**src/rtl/rc4_decrypt_core.sv**
```systemverilog
// rc4_decrypt_core: RC4 engine (S-box init, key schedule, keystream decrypt)
// driving three external single-port memories that each have a registered
// address and an unregistered q.
// Optional build macro: RC4_ASCII_CHECK_EN. When defined, every plaintext
// byte must be a space or a lowercase letter. The first byte that fails is
// still written, and then the run stops early with key_ok low.
module rc4_decrypt_core #(
    parameter int KEY_BYTES = 3,
    parameter int MSG_LEN   = 32,
    parameter int MSG_AW    = 5
) (
    input  logic                   clk,
    input  logic                   reset,
    input  logic                   start,
    input  logic [8*KEY_BYTES-1:0] secret_key,
    output logic                   busy,
    output logic                   done,
    output logic                   key_ok,
    output logic [7:0]             s_address,
    output logic [7:0]             s_data,
    output logic                   s_wren,
    input  logic [7:0]             s_q,
    output logic [MSG_AW-1:0]      m_address,
    input  logic [7:0]             m_q,
    output logic [MSG_AW-1:0]      d_address,
    output logic [7:0]             d_data,
    output logic                   d_wren
);

    typedef enum logic [4:0] {
        ST_IDLE, ST_INIT,
        ST_K0, ST_K1, ST_K2, ST_K3, ST_K4, ST_K5,
        ST_P0, ST_P1, ST_P2, ST_P3, ST_P4, ST_P5, ST_P6, ST_P7, ST_P8,
        ST_DONE
    } state_t;

    localparam logic [5:0]        KIDX_LAST = 6'(KEY_BYTES - 1);
    localparam logic [MSG_AW-1:0] K_LAST    = MSG_AW'(MSG_LEN - 1);
    localparam logic [MSG_AW-1:0] K_ONE     = MSG_AW'(1);

`ifdef RC4_ASCII_CHECK_EN
    // Accept only a space or a lowercase letter as a plaintext byte.
    function automatic logic byte_ok(input logic [7:0] b);
        return (b == 8'h20) || ((b >= 8'h61) && (b <= 8'h7A));
    endfunction
`endif

    state_t                   state_r, state_nxt_s;
    logic [7:0]               i_r, i_nxt_s;
    logic [7:0]               j_r, j_nxt_s;
    logic [MSG_AW-1:0]        k_r, k_nxt_s;
    logic [5:0]               kidx_r, kidx_nxt_s;
    logic [8*KEY_BYTES-1:0]   key_r, key_nxt_s;
    logic [7:0]               si_r, si_nxt_s;
    logic [7:0]               sj_r, sj_nxt_s;
    logic [7:0]               mq_r, mq_nxt_s;
    logic [7:0]               key_byte_s;

    // Registered output copies and their next values.
    logic                     busy_r, busy_nxt_s;
    logic                     done_r, done_nxt_s;
    logic                     key_ok_r, key_ok_nxt_s;
    logic [7:0]               s_address_r, s_address_nxt_s;
    logic [7:0]               s_data_r, s_data_nxt_s;
    logic                     s_wren_r, s_wren_nxt_s;
    logic [MSG_AW-1:0]        m_address_r, m_address_nxt_s;
    logic [MSG_AW-1:0]        d_address_r, d_address_nxt_s;
    logic [7:0]               d_data_r, d_data_nxt_s;
    logic                     d_wren_r, d_wren_nxt_s;

    assign busy      = busy_r;
    assign done      = done_r;
    assign key_ok    = key_ok_r;
    assign s_address = s_address_r;
    assign s_data    = s_data_r;
    assign s_wren    = s_wren_r;
    assign m_address = m_address_r;
    assign d_address = d_address_r;
    assign d_data    = d_data_r;
    assign d_wren    = d_wren_r;

    // Select key byte (i mod KEY_BYTES) using the wrap counter; byte 0 is the MSB byte.
    always_comb begin
        key_byte_s = 8'h00;
        for (int b = 0; b < KEY_BYTES; b++) begin
            if (kidx_r == 6'(b)) begin
                key_byte_s = key_r[8*(KEY_BYTES-1-b) +: 8];
            end else begin
                key_byte_s = key_byte_s;
            end
        end
    end

    // Next-state and next-output logic. Output registers are loaded on the
    // edge that enters a state, so each state's memory-port values are set
    // by the transition into it.
    always_comb begin
        state_nxt_s     = state_r;
        i_nxt_s         = i_r;
        j_nxt_s         = j_r;
        k_nxt_s         = k_r;
        kidx_nxt_s      = kidx_r;
        key_nxt_s       = key_r;
        si_nxt_s        = si_r;
        sj_nxt_s        = sj_r;
        mq_nxt_s        = mq_r;
        key_ok_nxt_s    = key_ok_r;
        s_address_nxt_s = s_address_r;
        s_data_nxt_s    = s_data_r;
        s_wren_nxt_s    = 1'b0;
        m_address_nxt_s = m_address_r;
        d_address_nxt_s = d_address_r;
        d_data_nxt_s    = d_data_r;
        d_wren_nxt_s    = 1'b0;

        case (state_r)
            ST_IDLE: begin
                if (start) begin
                    key_nxt_s       = secret_key;
                    key_ok_nxt_s    = 1'b0;
                    i_nxt_s         = 8'd0;
                    j_nxt_s         = 8'd0;
                    k_nxt_s         = '0;
                    kidx_nxt_s      = 6'd0;
                    s_address_nxt_s = 8'd0;
                    s_data_nxt_s    = 8'd0;
                    s_wren_nxt_s    = 1'b1;
                    state_nxt_s     = ST_INIT;
                end else begin
                    state_nxt_s = ST_IDLE;
                end
            end
            ST_INIT: begin
                if (i_r == 8'd255) begin
                    i_nxt_s         = 8'd0;
                    s_address_nxt_s = 8'd0;
                    state_nxt_s     = ST_K0;
                end else begin
                    i_nxt_s         = i_r + 8'd1;
                    s_address_nxt_s = i_r + 8'd1;
                    s_data_nxt_s    = i_r + 8'd1;
                    s_wren_nxt_s    = 1'b1;
                    state_nxt_s     = ST_INIT;
                end
            end
            ST_K0: state_nxt_s = ST_K1;
            ST_K1: begin
                si_nxt_s        = s_q;
                j_nxt_s         = j_r + s_q + key_byte_s;
                s_address_nxt_s = j_r + s_q + key_byte_s;
                state_nxt_s     = ST_K2;
            end
            ST_K2: state_nxt_s = ST_K3;
            ST_K3: begin
                sj_nxt_s        = s_q;
                s_address_nxt_s = j_r;
                s_data_nxt_s    = si_r;
                s_wren_nxt_s    = 1'b1;
                state_nxt_s     = ST_K4;
            end
            ST_K4: begin
                s_address_nxt_s = i_r;
                s_data_nxt_s    = sj_r;
                s_wren_nxt_s    = 1'b1;
                state_nxt_s     = ST_K5;
            end
            ST_K5: begin
                i_nxt_s = i_r + 8'd1;
                if (kidx_r == KIDX_LAST) begin
                    kidx_nxt_s = 6'd0;
                end else begin
                    kidx_nxt_s = kidx_r + 6'd1;
                end
                if (i_r == 8'd255) begin
                    // Key schedule finished: keystream phase starts at i=1, j=0.
                    j_nxt_s         = 8'd0;
                    s_address_nxt_s = 8'd1;
                    state_nxt_s     = ST_P0;
                end else begin
                    s_address_nxt_s = i_r + 8'd1;
                    state_nxt_s     = ST_K0;
                end
            end
            ST_P0: begin
                i_nxt_s     = i_r + 8'd1;
                state_nxt_s = ST_P1;
            end
            ST_P1: begin
                si_nxt_s        = s_q;
                j_nxt_s         = j_r + s_q;
                s_address_nxt_s = j_r + s_q;
                state_nxt_s     = ST_P2;
            end
            ST_P2: state_nxt_s = ST_P3;
            ST_P3: begin
                sj_nxt_s        = s_q;
                s_address_nxt_s = i_r;
                s_data_nxt_s    = s_q;
                s_wren_nxt_s    = 1'b1;
                state_nxt_s     = ST_P4;
            end
            ST_P4: begin
                s_address_nxt_s = j_r;
                s_data_nxt_s    = si_r;
                s_wren_nxt_s    = 1'b1;
                m_address_nxt_s = k_r;
                state_nxt_s     = ST_P5;
            end
            ST_P5: begin
                s_address_nxt_s = si_r + sj_r;
                state_nxt_s     = ST_P6;
            end
            ST_P6: begin
                mq_nxt_s    = m_q;
                state_nxt_s = ST_P7;
            end
            ST_P7: begin
                // s_q carries the keystream byte f here; the XOR goes straight into the write data.
                d_address_nxt_s = k_r;
                d_data_nxt_s    = s_q ^ mq_r;
                d_wren_nxt_s    = 1'b1;
                state_nxt_s     = ST_P8;
            end
            ST_P8: begin
`ifdef RC4_ASCII_CHECK_EN
                if (!byte_ok(d_data_r)) begin
                    key_ok_nxt_s = 1'b0;
                    state_nxt_s  = ST_DONE;
                end else if (k_r == K_LAST) begin
                    key_ok_nxt_s = 1'b1;
                    state_nxt_s  = ST_DONE;
                end else begin
                    k_nxt_s         = k_r + K_ONE;
                    s_address_nxt_s = i_r + 8'd1;
                    state_nxt_s     = ST_P0;
                end
`else
                if (k_r == K_LAST) begin
                    key_ok_nxt_s = 1'b1;
                    state_nxt_s  = ST_DONE;
                end else begin
                    k_nxt_s         = k_r + K_ONE;
                    s_address_nxt_s = i_r + 8'd1;
                    state_nxt_s     = ST_P0;
                end
`endif
            end
            ST_DONE: state_nxt_s = ST_IDLE;
            default: state_nxt_s = ST_IDLE;
        endcase

        done_nxt_s = (state_nxt_s == ST_DONE);
        busy_nxt_s = (state_nxt_s != ST_IDLE) && (state_nxt_s != ST_DONE);
    end

    // State register with synchronous reset back to IDLE.
    always_ff @(posedge clk) begin
        if (reset) begin
            state_r <= ST_IDLE;
        end else begin
            state_r <= state_nxt_s;
        end
    end

    // Datapath and output registers; reset forces every output low.
    always_ff @(posedge clk) begin
        if (reset) begin
            i_r         <= 8'd0;
            j_r         <= 8'd0;
            k_r         <= '0;
            kidx_r      <= 6'd0;
            key_r       <= '0;
            si_r        <= 8'd0;
            sj_r        <= 8'd0;
            mq_r        <= 8'd0;
            busy_r      <= 1'b0;
            done_r      <= 1'b0;
            key_ok_r    <= 1'b0;
            s_address_r <= 8'd0;
            s_data_r    <= 8'd0;
            s_wren_r    <= 1'b0;
            m_address_r <= '0;
            d_address_r <= '0;
            d_data_r    <= 8'd0;
            d_wren_r    <= 1'b0;
        end else begin
            i_r         <= i_nxt_s;
            j_r         <= j_nxt_s;
            k_r         <= k_nxt_s;
            kidx_r      <= kidx_nxt_s;
            key_r       <= key_nxt_s;
            si_r        <= si_nxt_s;
            sj_r        <= sj_nxt_s;
            mq_r        <= mq_nxt_s;
            busy_r      <= busy_nxt_s;
            done_r      <= done_nxt_s;
            key_ok_r    <= key_ok_nxt_s;
            s_address_r <= s_address_nxt_s;
            s_data_r    <= s_data_nxt_s;
            s_wren_r    <= s_wren_nxt_s;
            m_address_r <= m_address_nxt_s;
            d_address_r <= d_address_nxt_s;
            d_data_r    <= d_data_nxt_s;
            d_wren_r    <= d_wren_nxt_s;
        end
    end

endmodule

```
**config.mk**
```make
export PLATFORM = sky130hd
export DESIGN_NAME = rc4_decrypt_core
export DESIGN_NICKNAME = d
export VERILOG_FILES = /design/src/rtl/rc4_decrypt_core.sv
export SDC_FILE = /design/constraint.sdc
export NUM_CORES = 1
export LEC_CHECK = 0
export CORE_ASPECT_RATIO = 1.5
export CORE_MARGIN = 3
export CORE_UTILIZATION = 60
export DETAILED_ROUTE_END_ITERATION = 8
export GPL_TIMING_DRIVEN = 0
export PLACE_DENSITY = 0.9
export SLEW_MARGIN = 20
export SYNTH_ARGS = -nofsm -noshare
export SYNTH_HDL_FRONTEND = slang
export SYNTH_SLANG_ARGS = --single-unit
```
**constraint.sdc**
```tcl
create_clock -name clk -period 8.88 [get_ports clk]
set_clock_uncertainty 0.15 [all_clocks]
set_input_delay 2.664 -clock clk [delete_from_list [all_inputs] [get_ports clk]]
set_output_delay 2.664 -clock clk [all_outputs]
set_load 0.02 [all_outputs]
```
==> run_results.csv <==
group,metric,value,unit
outcome,outcome,"finished, final reports clean",
die,die_x,90.1,um
layout,multi_input_area,0.00374,sq mm
placed_design,hpwl,15100,um
synth,synth_top_family_by_area,"compound AO/OA/AOI/OAI gates",
routing,routed_wl,21000,um
layout,syn2layout_area_growth,25.4,%
die,rows,45,
timing,rsz0062_at_grt,"no",
layout,final_nets,951,
die,ios,82,
synth,seq_area_frac_synth,37.4,%
synth,ys_warn_count,0,
die,fp.dieH,132,um
synth,synth-compound-area-share,24.2,%
timing,post-route-period-util,69.3,%
critical_path,path_max_fanout,5,
clocking,hold_buffers,0,
routing,drt-vias-per-instance,6.46,
synth,syn_inst,778,
synth,synth_mux_area_share,2.36,%
clocking,h-tree-depth,4,
die,initial_core_util,62.1,%
placed_design,place.gp.congestion,0.999,
grt,grt_pass1_vias,6664,
synth,postSynth.asyncResetShare,0,%
clocking,clock_latency,420,ps
routing,vias,6656,
clocking,post-cts-setup-buffers,0,
layout,final_layout_size_suffix_gt1_share,7.53,%
critical_path,cp.arrival,6270,ps
routing,drt_iter0_drc,703,
synth,synth_edf_count,0,
clocking,cts.sinks,119,
timing,slew_viol_final,0,
layout,fill_cells,736,
synth,ys_ff_latch,119,
timing,fin_ws,2720,ps
clocking,clk_pin_slew_worst_paths,60,ps
power_and_ir_drop,leakage,0.00302,uW
synth,synth_cell_types,71,
power_and_ir_drop,peakVddDrop,0.000188,V
clocking,cts-resized-gates,0,
timing,hold_viol,0,
layout,antenna_cells,0,
grt,antenna_found_initial,0,
synth,synthSimpleGateAreaFrac,20.2,%
timing,fmax,162,MHz
layout,seq_area,0.00238,sq mm
timing,fin_crit,6160,ps
die,dieArea,0.0119,sq mm
routing,wl_per_cell,20.4,um
clocking,numCtsBuffers,17,
critical_path,worstSetupPathType,"input pin to register",
synth,synth_ff_type,"dfxtp_1",
grt,grt-ovfl-total,0,
synth,synth.avg_cell_area,8.18,sq um
placed_design,pre_cts_ws,2420,ps
placed_design,numPortBuffers,80,
timing,setup_violations,0,
routing,ant_nets,0,
critical_path,worst_setup_path_start_kind,"input pin",
synth,synth_fp_nets,852,
timing,fin_tns_setup,0,ps
synth,synthXorXnorAreaFrac,5.44,%
clocking,cts_tree,"built",
die,fp.coreArea,0.0102,sq mm
timing,worstMarginPinSlew,769,ps
grt,grt_max_degree,17,
routing,drc_errors,0,
critical_path,cp-end-kind,"register",
flow_run,drv_cap,0,
timing,max-slew-margin-rel,48.7,%
critical_path,cp.required,9000,ps
synth,synthAdderAreaFrac,6.45,%
power_and_ir_drop,power_density,196,mW/mm^2
synth,netlist_area,0.00637,sq mm
grt,grt_pass1_wl,33500,um
routing,dr.pass1.iters,6,
grt,track_usage,35.3,%
clocking,clk_path_buf_depth,2,
clocking,root_buffer,"clkbuf_16",
hold_path,hp-class,"register to register",
-- report_power, final --
part	total, uW	switching (uW)	internal (uW)
registers	565	12.6	553
clock network	748	273	476
logic	250	158	91.3
total	1560	443	1120
-- per-layer routing --
metal  wire length (um)  GRT usage (%)
met1               7220           36.7
met2              10300           61.9
met3               1830           7.82
met4               1620           25.4
met5                  0              0
-- path summary, 6_finish.rpt --
path	from	to	slack, ps	cells past startpoint
min reg2reg	d_address[2]$_SDFFE_PP0P_	d_address[2]$_SDFFE_PP0P_	300	2
min	d_address[2]$_SDFFE_PP0P_	d_address[2]$_SDFFE_PP0P_	300	2
max	s_q[0]	s_address[7]$_SDFFE_PP0P_	2720	13
max reg2reg	kidx_r[0]$_SDFFE_PP0P_	s_address[7]$_SDFFE_PP0P_	5310	13
-- logic make-up after synthesis --
family	Yosys count
AND/OR/NAND/NOR	284
XOR/XNOR	38
multiplexers	15
buffers and inverters	58
adder cells (fa/ha/maj)	31
flip-flops	119
AO/OA/AOI/OAI	233
-- final cells by class --
class | count | area share (%)
Inverter | 11 | 0.517
Multi-Input combinational cell | 601 | 46.8
Tap cell | 141 | 2.21
Buffer | 47 | 2.60
Clock buffer | 17 | 5.33
Timing Repair Buffer | 80 | 10.0
Sequential cell | 119 | 29.8
Clock inverter | 15 | 2.70
-- sequential cells by signal, summed over array words and instances, names as in the netlist --
signal,count
key_ok,1
s_wren,1
busy,1
s_address,8
d_address,5
s_data,8
d_wren,1
key_r,24
done,1
m_address,5
mq_r,8
si_r,8
state_r,5
kidx_r,6
d_data,8
sj_r,8
k_r,5
j_r,8
i_r,8
-- layout by cell type (no fill, tap or decap), types with 9 or more instances in the layout --
master           instances
a211oi_1                11
a21oi_1                105
a22oi_1                 28
buf_2                   13
clkbuf_1                29
clkbuf_16               17
clkdlybuf4s50_1         80
dfxtp_1                119
ha_1                    28
inv_1                   10
mux2i_1                 15
nand2_1                131
nand3_1                 14
nor2_1                  81
nor3_1                   9
o21ai_0                 25
xnor2_1                 22
xor2_1                  15
-- critical path, stage by stage --
cell             delay, ps
clkdlybuf4s50_1        610
ha_1                   360
fa_1                   430
a21o_1                 190
a21oi_1                240
o21ai_0                150
xor2_1                 180
ha_1                   360
a21o_1                 190
a31oi_1                190
xnor3_1                360
a22oi_2                240
a221oi_2               110
-- cell usage after synthesis (14+ instances only) --
| cell type | n | area, sq um |
|---|---|---|
| clkbuf_1 | 29 | 109 |
| a21oi_1 | 105 | 526 |
| nand3_1 | 14 | 70.1 |
| nand2_1 | 131 | 492 |
| ha_1 | 28 | 350 |
| o21ai_0 | 25 | 125 |
| xor2_1 | 15 | 131 |
| xnor2_1 | 22 | 193 |
| dfxtp_1 | 119 | 2380 |
| nor2_1 | 81 | 304 |
| a22oi_1 | 28 | 210 |
| mux2i_1 | 15 | 150 |
-- per-stage QoR --
stage	area (sq um)	power (uW)	hold slack [ps]	cells	utilization [%]
finish	7990	1560	301	1031	77.9
detailed placement	7340	816	298	999	71.7
global route	7990	1610	334	1031	77.9
floorplan	6370	732	286	778	-
global placement	7340	809	291	999	71.7
CTS	7990	1560	305	1031	77.9
Note: power is estimated with default switching activity, not from simulation.
